===== config.mk =====
export PLATFORM = sky130hd
export DESIGN_NAME = pipe_stage_elastic
export DESIGN_NICKNAME = d
export VERILOG_FILES = /design/src/rtl/pipe_stage_elastic.sv
export SDC_FILE = /design/constraint.sdc
export NUM_CORES = 1
export LEC_CHECK = 0
export BUFFER_PORTS_ARGS = -buffer_cell sky130_fd_sc_hd__buf_2
export CORE_ASPECT_RATIO = 2
export CORE_UTILIZATION = 48
export CTS_CLUSTER_SIZE = 25
export DETAILED_ROUTE_END_ITERATION = 8
export PLACE_DENSITY_LB_ADDON = 0.15
export SYNTH_ARGS = -nofsm -noshare
export SYNTH_HDL_FRONTEND = slang
export SYNTH_SLANG_ARGS = --single-unit

===== constraint.sdc =====
create_clock -name clk -period 10.9 [get_ports clk]
set_input_delay 0 -clock clk [delete_from_list [all_inputs] [get_ports clk]]
set_output_delay 0 -clock clk [all_outputs]
set_load 0.05 [all_outputs]

===== src/rtl/pipe_stage_elastic.sv =====
// pipe_stage_elastic: two-entry (main + skid) elastic pipeline register with
// valid/ready handshaking, N-way stall merge, control-killing flush and
// saturating stall/bubble performance counters.
module pipe_stage_elastic #(
   parameter int DATA_W  = 160,
   parameter int CTRL_W  = 16,
   parameter int N_STALL = 2,
   parameter int CNT_W   = 16
) (
   input  logic               clk,
   input  logic               rst,
   input  logic [N_STALL-1:0] i_stall,
   input  logic               i_flush,
   input  logic               in_valid,
   output logic               in_ready,
   input  logic [DATA_W-1:0]  in_data,
   input  logic [CTRL_W-1:0]  in_ctrl,
   output logic               out_valid,
   input  logic               out_ready,
   output logic [DATA_W-1:0]  out_data,
   output logic [CTRL_W-1:0]  out_ctrl,
   output logic [CNT_W-1:0]   o_stall_cnt,
   output logic [CNT_W-1:0]   o_bubble_cnt
);

   localparam logic [1:0] ST_EMPTY = 2'd0;
   localparam logic [1:0] ST_ONE   = 2'd1;
   localparam logic [1:0] ST_TWO   = 2'd2;

   logic [1:0]        state_q, state_d;
   logic [DATA_W-1:0] main_data_q, main_data_d;
   logic [CTRL_W-1:0] main_ctrl_q, main_ctrl_d;
   logic [DATA_W-1:0] skid_data_q, skid_data_d;
   logic [CTRL_W-1:0] skid_ctrl_q, skid_ctrl_d;
   logic [CNT_W-1:0]  stall_cnt_q, stall_cnt_d;
   logic [CNT_W-1:0]  bubble_cnt_q, bubble_cnt_d;

   logic stall;
   logic main_valid;
   logic can_accept;
   logic in_fire;
   logic out_fire;

   // Handshake qualifiers; rst only masks the visible in_ready, the flops are
   // held in reset anyway so the internal accept term does not need it.
   always_comb begin
      stall      = |i_stall;
      main_valid = (state_q != ST_EMPTY);
      can_accept = (state_q != ST_TWO) && !stall;
      in_ready   = can_accept && !rst;
      out_valid  = main_valid && !stall;
      in_fire    = in_valid && can_accept;
      out_fire   = out_valid && out_ready;
      out_data   = main_data_q;
      out_ctrl   = main_ctrl_q;
      o_stall_cnt  = stall_cnt_q;
      o_bubble_cnt = bubble_cnt_q;
   end

   // Buffer occupancy and entry movement; flush overrides every fire.
   always_comb begin
      state_d     = state_q;
      main_data_d = main_data_q;
      main_ctrl_d = main_ctrl_q;
      skid_data_d = skid_data_q;
      skid_ctrl_d = skid_ctrl_q;
      if (i_flush) begin
         state_d     = ST_EMPTY;
         main_ctrl_d = '0;
         skid_ctrl_d = '0;
      end else begin
         case (state_q)
            ST_EMPTY: begin
               if (in_fire) begin
                  state_d     = ST_ONE;
                  main_data_d = in_data;
                  main_ctrl_d = in_ctrl;
               end
            end
            ST_ONE: begin
               if (in_fire && out_fire) begin
                  main_data_d = in_data;
                  main_ctrl_d = in_ctrl;
               end else if (in_fire) begin
                  state_d     = ST_TWO;
                  skid_data_d = in_data;
                  skid_ctrl_d = in_ctrl;
               end else if (out_fire) begin
                  state_d = ST_EMPTY;
               end
            end
            ST_TWO: begin
               if (out_fire) begin
                  state_d     = ST_ONE;
                  main_data_d = skid_data_q;
                  main_ctrl_d = skid_ctrl_q;
               end
            end
            default: state_d = ST_EMPTY;
         endcase
      end
   end

   // Saturating performance counters; unaffected by flush.
   always_comb begin
      stall_cnt_d  = stall_cnt_q;
      bubble_cnt_d = bubble_cnt_q;
      if (stall && main_valid && (stall_cnt_q != {CNT_W{1'b1}}))
         stall_cnt_d = stall_cnt_q + CNT_W'(1);
      if (out_ready && !main_valid && !stall && (bubble_cnt_q != {CNT_W{1'b1}}))
         bubble_cnt_d = bubble_cnt_q + CNT_W'(1);
   end

   // State registers with asynchronous reset.
   always_ff @(posedge clk or posedge rst) begin
      if (rst) begin
         state_q      <= ST_EMPTY;
         main_data_q  <= '0;
         main_ctrl_q  <= '0;
         skid_data_q  <= '0;
         skid_ctrl_q  <= '0;
         stall_cnt_q  <= '0;
         bubble_cnt_q <= '0;
      end else begin
         state_q      <= state_d;
         main_data_q  <= main_data_d;
         main_ctrl_q  <= main_ctrl_d;
         skid_data_q  <= skid_data_d;
         skid_ctrl_q  <= skid_ctrl_d;
         stall_cnt_q  <= stall_cnt_d;
         bubble_cnt_q <= bubble_cnt_d;
      end
   end

endmodule


# Word-level counts from Yosys, hierarchy flattened
# Index checks and enable logic that the tools add are counted.
[totals]
inputBits = 183
elab_cells = 70
out_inout_bits = 210
regBits = 386
[op_classes]
bitwise = 2
n_addsub = 2
n_eq_ne = 14
mux = 19
reduce_logical = 26
[op_table]
columns = ["operator", "n"]
rows = [
  ["2-to-1 mux 160 bit", 3],
  ["case mux 160 bit (3 select lines)", 1],
  ["2-to-1 mux 16 bit", 7],
  ["case mux 16 bit (3 select lines)", 1],
  ["adder 16 x 1 -> 16 bit (second input constant)", 2],
  ["inequality test 16 bit (second input constant)", 2],
  ["2-to-1 mux 2 bit", 6],
  ["inequality test 3 bit (second input constant)", 4],
  ["AND reduction 4 bit", 3],
  ["logical AND 1 bit", 11],
  ["inequality test 2 bit (second input constant)", 5],
  ["case mux 2 bit (3 select lines)", 1],
  ["nonzero test 2 bit", 3],
  ["AND reduction 5 bit", 1],
  ["inequality test 4 bit (second input constant)", 1],
  ["nonzero test 4 bit", 1],
  ["logical NOT 1 bit", 3],
  ["AND reduction 3 bit", 1],
  ["nonzero test 3 bit", 1],
  ["== test 2 x 1 -> 1 bit (second input constant)", 1],
  ["== test 2 bit (second input constant)", 1],
  ["logical NOT 2 bit", 1],
  ["NOT 1 bit", 2],
  ["OR reduction 2 bit", 1],
]

# Logic depth before layout (Yosys ltp)
[logic_depth]
depth_word = 9
mapped_depth = 9
depth_no_buf = 6

# Least setup slack after synthesis
# No wires, ideal clock.
[synth_path]
path_type = "register -> output"
from = "reg state_q[0]"
to = "out in_ready"
required_ns = 10.900
path_buffers = 3
arrival_ns = 2.973
path_stages_with_launch = 7
setup_slack_ns = 7.927
cell_sequence = "dfrtp_1 -> inv_1 -> ha_1 -> clkbuf_1 -> clkbuf_1 -> buf_1 -> nor4_1"
[synth_via]
elab_chain_cells = 3
[synth_rtl]
columns = ["item", "line", "source"]
rows = [
  ["start, declared", "30", "logic [1:0] state_q, state_d;"],
  ["start signal, assigned", "125", "state_q <= state_d;"],
  ["inequality test 2 bit", "49", "can_accept = (state_q != ST_TWO) && !stall;"],
  ["logical AND 1 bit", "49", ""],
  ["logical AND 1 bit", "50", "in_ready = can_accept && !rst;"],
  ["end, declared", "15", "output logic in_ready,"],
]
# No other way between the ends.

# Final worst setup path
[layout_path]
from = "reg state_q[0]"
to = "reg main_ctrl_q[10], in the netlist out_ctrl[10]"
[layout_via]
elab_chain_cells = 6
[layout_rtl]
columns = ["item", "line", "source"]
rows = [
  ["inequality test 2 bit or nonzero test 2 bit (tied branches)", "49, 48", ""],
  ["logical AND 1 bit, on equally long branches", "49, 51", ""],
  ["logical AND 1 bit, on equally long branches", "52, 53", ""],
  ["logical AND 1 bit", "81", "if (in_fire && out_fire) begin"],
  ["inequality test 3 bit (no line)", "-", ""],
  ["AND reduction 4 bit (no line)", "-", ""],
  ["end signal, assigned", "127", "main_ctrl_q <= main_ctrl_d;"],
  ["end, declared", "32", "logic [CTRL_W-1:0] main_ctrl_q, main_ctrl_d;"],
]
# Several ways; a longest one is shown, not always the timed one.
# A chain may end at the register's enable or synchronous reset.

==> PnR_summary.wiki <==
{| class="wikitable"
! Metric !! Value
|-
| Nets in the synthesized netlist || roughly 1.5k
|-
| Cell accounting for the most synthesized area || sky130_fd_sc_hd__dfrtp_1
|-
| Number of unique standard cell types used by synthesis || 42
|-
| Crit path required time || around 11 ns
|-
| Number of buffers and inverters on the critical path || 3
|-
| Data arrival, critical path || 5.16 ns
|-
| Cts bufs inserted || 36
|-
| H-tree depth || 2
|-
| Family of cells with the greatest summed delay on the critical path || simple AND/OR/NAND/NOR gates
|-
| Largest fanout on the critical path || 239
|-
| Peak ir drop on the vdd network || around 180 µV
|-
| Post-CTS sizing || 0
|-
| Die span in x || approximately 130 µm
|-
| Maximum frequency from static timing analysis || 209 MHz
|-
| Combinational Power Share || about two fifths
|-
| Synth Warn # || 0
|-
| Clock slew at reported path FFs || roughly 0.060 ns
|-
| Number of flops mapped to enable cells by yosys || 0
|-
| CP startpoint kind || flop
|-
| Final-report hold violation count || 0
|-
| Critical Path, Cell by Cell || inv_1 -> ha_4 -> buf_4 -> nor4b_2 -> a211o_4 -> buf_12 -> and2_1 -> a211oi_1
|-
| Quantity of I/O buffers inserted on ports || 392
|-
| Overall global routing resource usage || between 20% and 30%
|-
| Power share of the sequential group || 38.0%
|-
| Gpl congestion || 0.817
|-
| Async set-reset flop share out of synthesis || between 90% and 100%
|-
| Insertion delay to the later sink of the worst-skew pair || about 0.52 ns
|-
| Starting density of the core || slightly below 50%
|-
| Maximum number of pins on one net before global-route repair || 240
|-
| Cell with the most instances after synthesis || sky130_fd_sc_hd__dfrtp_1
|-
| Count of mapped cells out of synthesis || 1360
|-
| Clock sink count || 386
|-
| Crit share post-route || between 40% and 50%
|-
| Power Internal || roughly 3.3 mW
|-
| Layout cell share with drive strength beyond 1 || a little over a quarter
|-
| Maximum number of buffers from clock root to sink || 3
|-
| Antenna violations before repair || 7
|-
| NumNets Final || just over 2k
|-
| Total setup buffers inserted after CTS || 0
|-
| Max Transition Viols Final || 0
|-
| CTS root buf || sky130_fd_sc_hd__clkbuf_16
|-
| Critical Path Slowest Stage Cell || sky130_fd_sc_hd__a211o_4
|-
| Register-to-register setup slack || 6.11 ns
|-
| Post-route clock skew || ~0.0095 ns
|-
| Path length in cells of the critical path || 8
|-
| Die outline area || between 0.03 and 0.04 mm²
|-
| Die Y-Extent || approximately 270 µm
|-
| Number of violations reported at the end of detailed-routing iteration 0 || between 600 and 700
|-
| Number of search-and-repair iterations in the first detailed-routing pass || 5
|-
| Vias in the first global route || 13.1k
|-
| Tightest Pin Transition || 1.33 ns
|-
| Max incr delay on CP || ~0.79 ns
|-
| Pwr Density || between 200 and 300 mW/mm²
|-
| Number of maximum-capacitance constraint violations || 0
|-
| Aggregate negative setup slack || 0 ns
|-
| Reg2Reg Capture Point || out_ctrl[10]
|-
| Normalized max-slew margin || about 11%
|-
| Combined area of all synthesized cells || ~0.017 mm²
|-
| Worst reg-to-reg path cell count || 8
|-
| Number of nets with antenna violations after routing || 0
|-
| Worst setup path startpoint || state_q[0]
|-
| Start-to-end type of the worst setup path || flop to flop
|-
| Area growth, synth to finish || 29.9%
|-
| Post-DR vias/cell || 5.57
|-
| Psw || around 2.7 mW
|-
| Top_reg_cell synth || sky130_fd_sc_hd__dfrtp_1
|-
| First-pass GRT wire length || 69.8 mm
|-
| Area share of the leading cell type in the synthesized netlist || 57.1%
|-
| Remaining Overflow, GRT || 0
|-
| Capturing element type of the critical path || flop
|-
| List of most frequent post-synthesis cells || 386 x sky130_fd_sc_hd__dfrtp_1, 188 x sky130_fd_sc_hd__a21oi_1, 180 x sky130_fd_sc_hd__mux2i_1
|-
| Synthesized area divided by synthesized cell count || between 10 and 15 µm²
|-
| Detailed placement HPWL || 28.5 mm
|-
| Termination of the worst setup path || out_ctrl[10]
|-
| Overall routed net length || between 40 and 50 mm
|-
| Setup violations, final || 0
|-
| Wire length per cell after detailed routing || 19.1 µm
|-
| Core ar. || 0.0348 mm²
|-
| Worst hold-check path type || primary input to flop
|-
| Sequential-to-total area share from yosys stat || between 50% and 60%
|-
| Synth area leaders || sky130_fd_sc_hd__dfrtp_1 57%, sky130_fd_sc_hd__mux2i_1 11%, sky130_fd_sc_hd__mux2_1 8.8%, sky130_fd_sc_hd__a31oi_1 6.0%, sky130_fd_sc_hd__a21oi_1 5.6%
|-
| Switching portion of total power || 44.7%
|-
| Detailed-route DRC error count || 0
|-
| Site row count || 97
|-
| Clock power share || 20.3%
|-
| Top-level I/O count || just under 400
|-
| Static power due to leakage || slightly below 10 nW
|-
| Via Count || roughly 13k
|-
| Clock tree from TritonCTS || built
|-
| Number of register bits inferred by synthesis || approximately 390
|-
| Final critical path time including I/O delays and setup || ~4.8 ns
|-
| Worst reg2reg path startpoint || state_q[0]
|-
| RSZ-0062 raised after global routing || false
|-
| Fraction of the core area covered by cells at the end of the flow || 63.1%
|-
| Result of the run || finished clean
|}
final cells by class:
cell class,count,area (µm²)
repair buffers,589,3900
flip-flops and latches,386,9660
inverters,7,33.8
diodes,8,20.0
clock buffers,50,1030
well taps,445,557
multi-input cells,843,6730
clock inverters,5,55.1
fillers,2865,12800
worst register-to-register path, cell delays in order, from the launching register on:
cell and delay [ns]:
sky130_fd_sc_hd__dfrtp_1 0.40, sky130_fd_sc_hd__inv_1 0.11, sky130_fd_sc_hd__ha_4 0.33, sky130_fd_sc_hd__buf_4 0.48, sky130_fd_sc_hd__nor4b_2 0.65, sky130_fd_sc_hd__a211o_4 0.79
sky130_fd_sc_hd__buf_12 0.57, sky130_fd_sc_hd__and2_1 1.14, sky130_fd_sc_hd__a211oi_1 0.16
cell usage in the layout, fill, tap and decap left out, types with 5 or more instances in the layout:
| master | count |
|---|---|
| sky130_fd_sc_hd__a22o_1 | 16 |
| sky130_fd_sc_hd__mux2_1 | 132 |
| sky130_fd_sc_hd__xnor2_1 | 6 |
| sky130_fd_sc_hd__nor4_1 | 6 |
| sky130_fd_sc_hd__clkbuf_16 | 37 |
| sky130_fd_sc_hd__diode_2 | 8 |
| sky130_fd_sc_hd__a31oi_1 | 162 |
| sky130_fd_sc_hd__nand3_1 | 8 |
| sky130_fd_sc_hd__clkbuf_1 | 7 |
| sky130_fd_sc_hd__nor3_1 | 10 |
| sky130_fd_sc_hd__mux2i_1 | 180 |
| sky130_fd_sc_hd__buf_4 | 16 |
| sky130_fd_sc_hd__xor2_1 | 17 |
| sky130_fd_sc_hd__nand2_1 | 14 |
| sky130_fd_sc_hd__clkbuf_8 | 6 |
| sky130_fd_sc_hd__nand4_1 | 8 |
| sky130_fd_sc_hd__a211oi_1 | 16 |
| sky130_fd_sc_hd__dfrtp_1 | 386 |
| sky130_fd_sc_hd__ha_1 | 5 |
| sky130_fd_sc_hd__mux2_2 | 30 |
| sky130_fd_sc_hd__a21oi_1 | 188 |
| sky130_fd_sc_hd__and3_1 | 5 |
| sky130_fd_sc_hd__buf_2 | 392 |
| sky130_fd_sc_hd__inv_1 | 6 |
| sky130_fd_sc_hd__dlygate4sd3_1 | 180 |
flip-flops by register name (all words and copies together), names as in the netlist:
signal and count:
out_ctrl 16, skid_ctrl_q 16, o_bubble_cnt 16, skid_data_q 160
out_data 160, state_q 2, o_stall_cnt 16
power groups by stage:
stage / clock [mW] / combinational [mW] / sequential [mW]
after CTS: 1.24 / 2.49 / 2.26
final: 1.21 / 2.48 / 2.26
after global placement: 0 / 2.40 / 2.26
after detailed placement: 0 / 2.43 / 2.28
after global routing: 1.29 / 2.63 / 2.32
after floorplan: 0 / 0.704 / 3.37
per-layer routing:
| metal | track usage (%) | vias up | wire length (µm) |
|---|---|---|---|
| met5 | 0 | - | 0 |
| met4 | 13.3 | 0 | 2430 |
| met3 | 4.73 | 111 | 2500 |
| met2 | 41.9 | 403 | 22400 |
| met1 | 28.9 | 6400 | 17300 |
| li1 | - | 6080 | - |
metrics by stage:
stage               power (mW)  instances  setup WS (ns)  instance area (µm²)  hold slack (ns)
global route              6.24       2333           5.90                22000            0.156
finish                    5.95       2333           6.11                22000            0.139
detailed placement        4.71       2090           6.23                19100            0.235
floorplan                 4.07       1360          0.173                16900            0.135
CTS                       5.99       2325           6.23                22000            0.116
global placement          4.65       2090           6.34                19100            0.230
what timing repair did:
action,4_1_cts,5_1_grt
hold buffers,180,0
setup endpoints to repair,0,0
hold endpoints to repair,489,0
how the worst min path moves through the flow:
stage	from	to	slack, ns	cells past startpoint
finish	i_stall[0]	o_stall_cnt[0]	0.14	4
global route	i_stall[0]	o_stall_cnt[7]	0.16	4
CTS	i_stall[0]	o_stall_cnt[0]	0.12	4
detailed placement	in_data[107]	skid_data_q[107]	0.23	2
global placement	in_data[32]	skid_data_q[32]	0.23	2
floorplan	in_data[126]	skid_data_q[126]	0.13	1
kinds of logic after synthesis:
| group | count (synthesis) | share of synthesized area [%] |
|---|---|---|
| compound gates | 394 | 13.7 |
| xor+xnor | 23 | 1.19 |
| fa+ha+maj | 6 | 0.443 |
| buf+inv | 131 | 3.46 |
| flops | 386 | 57.1 |
| mux | 342 | 21.4 |
| simple gates | 78 | 2.78 |
Power figures use the tool's default switching activity.
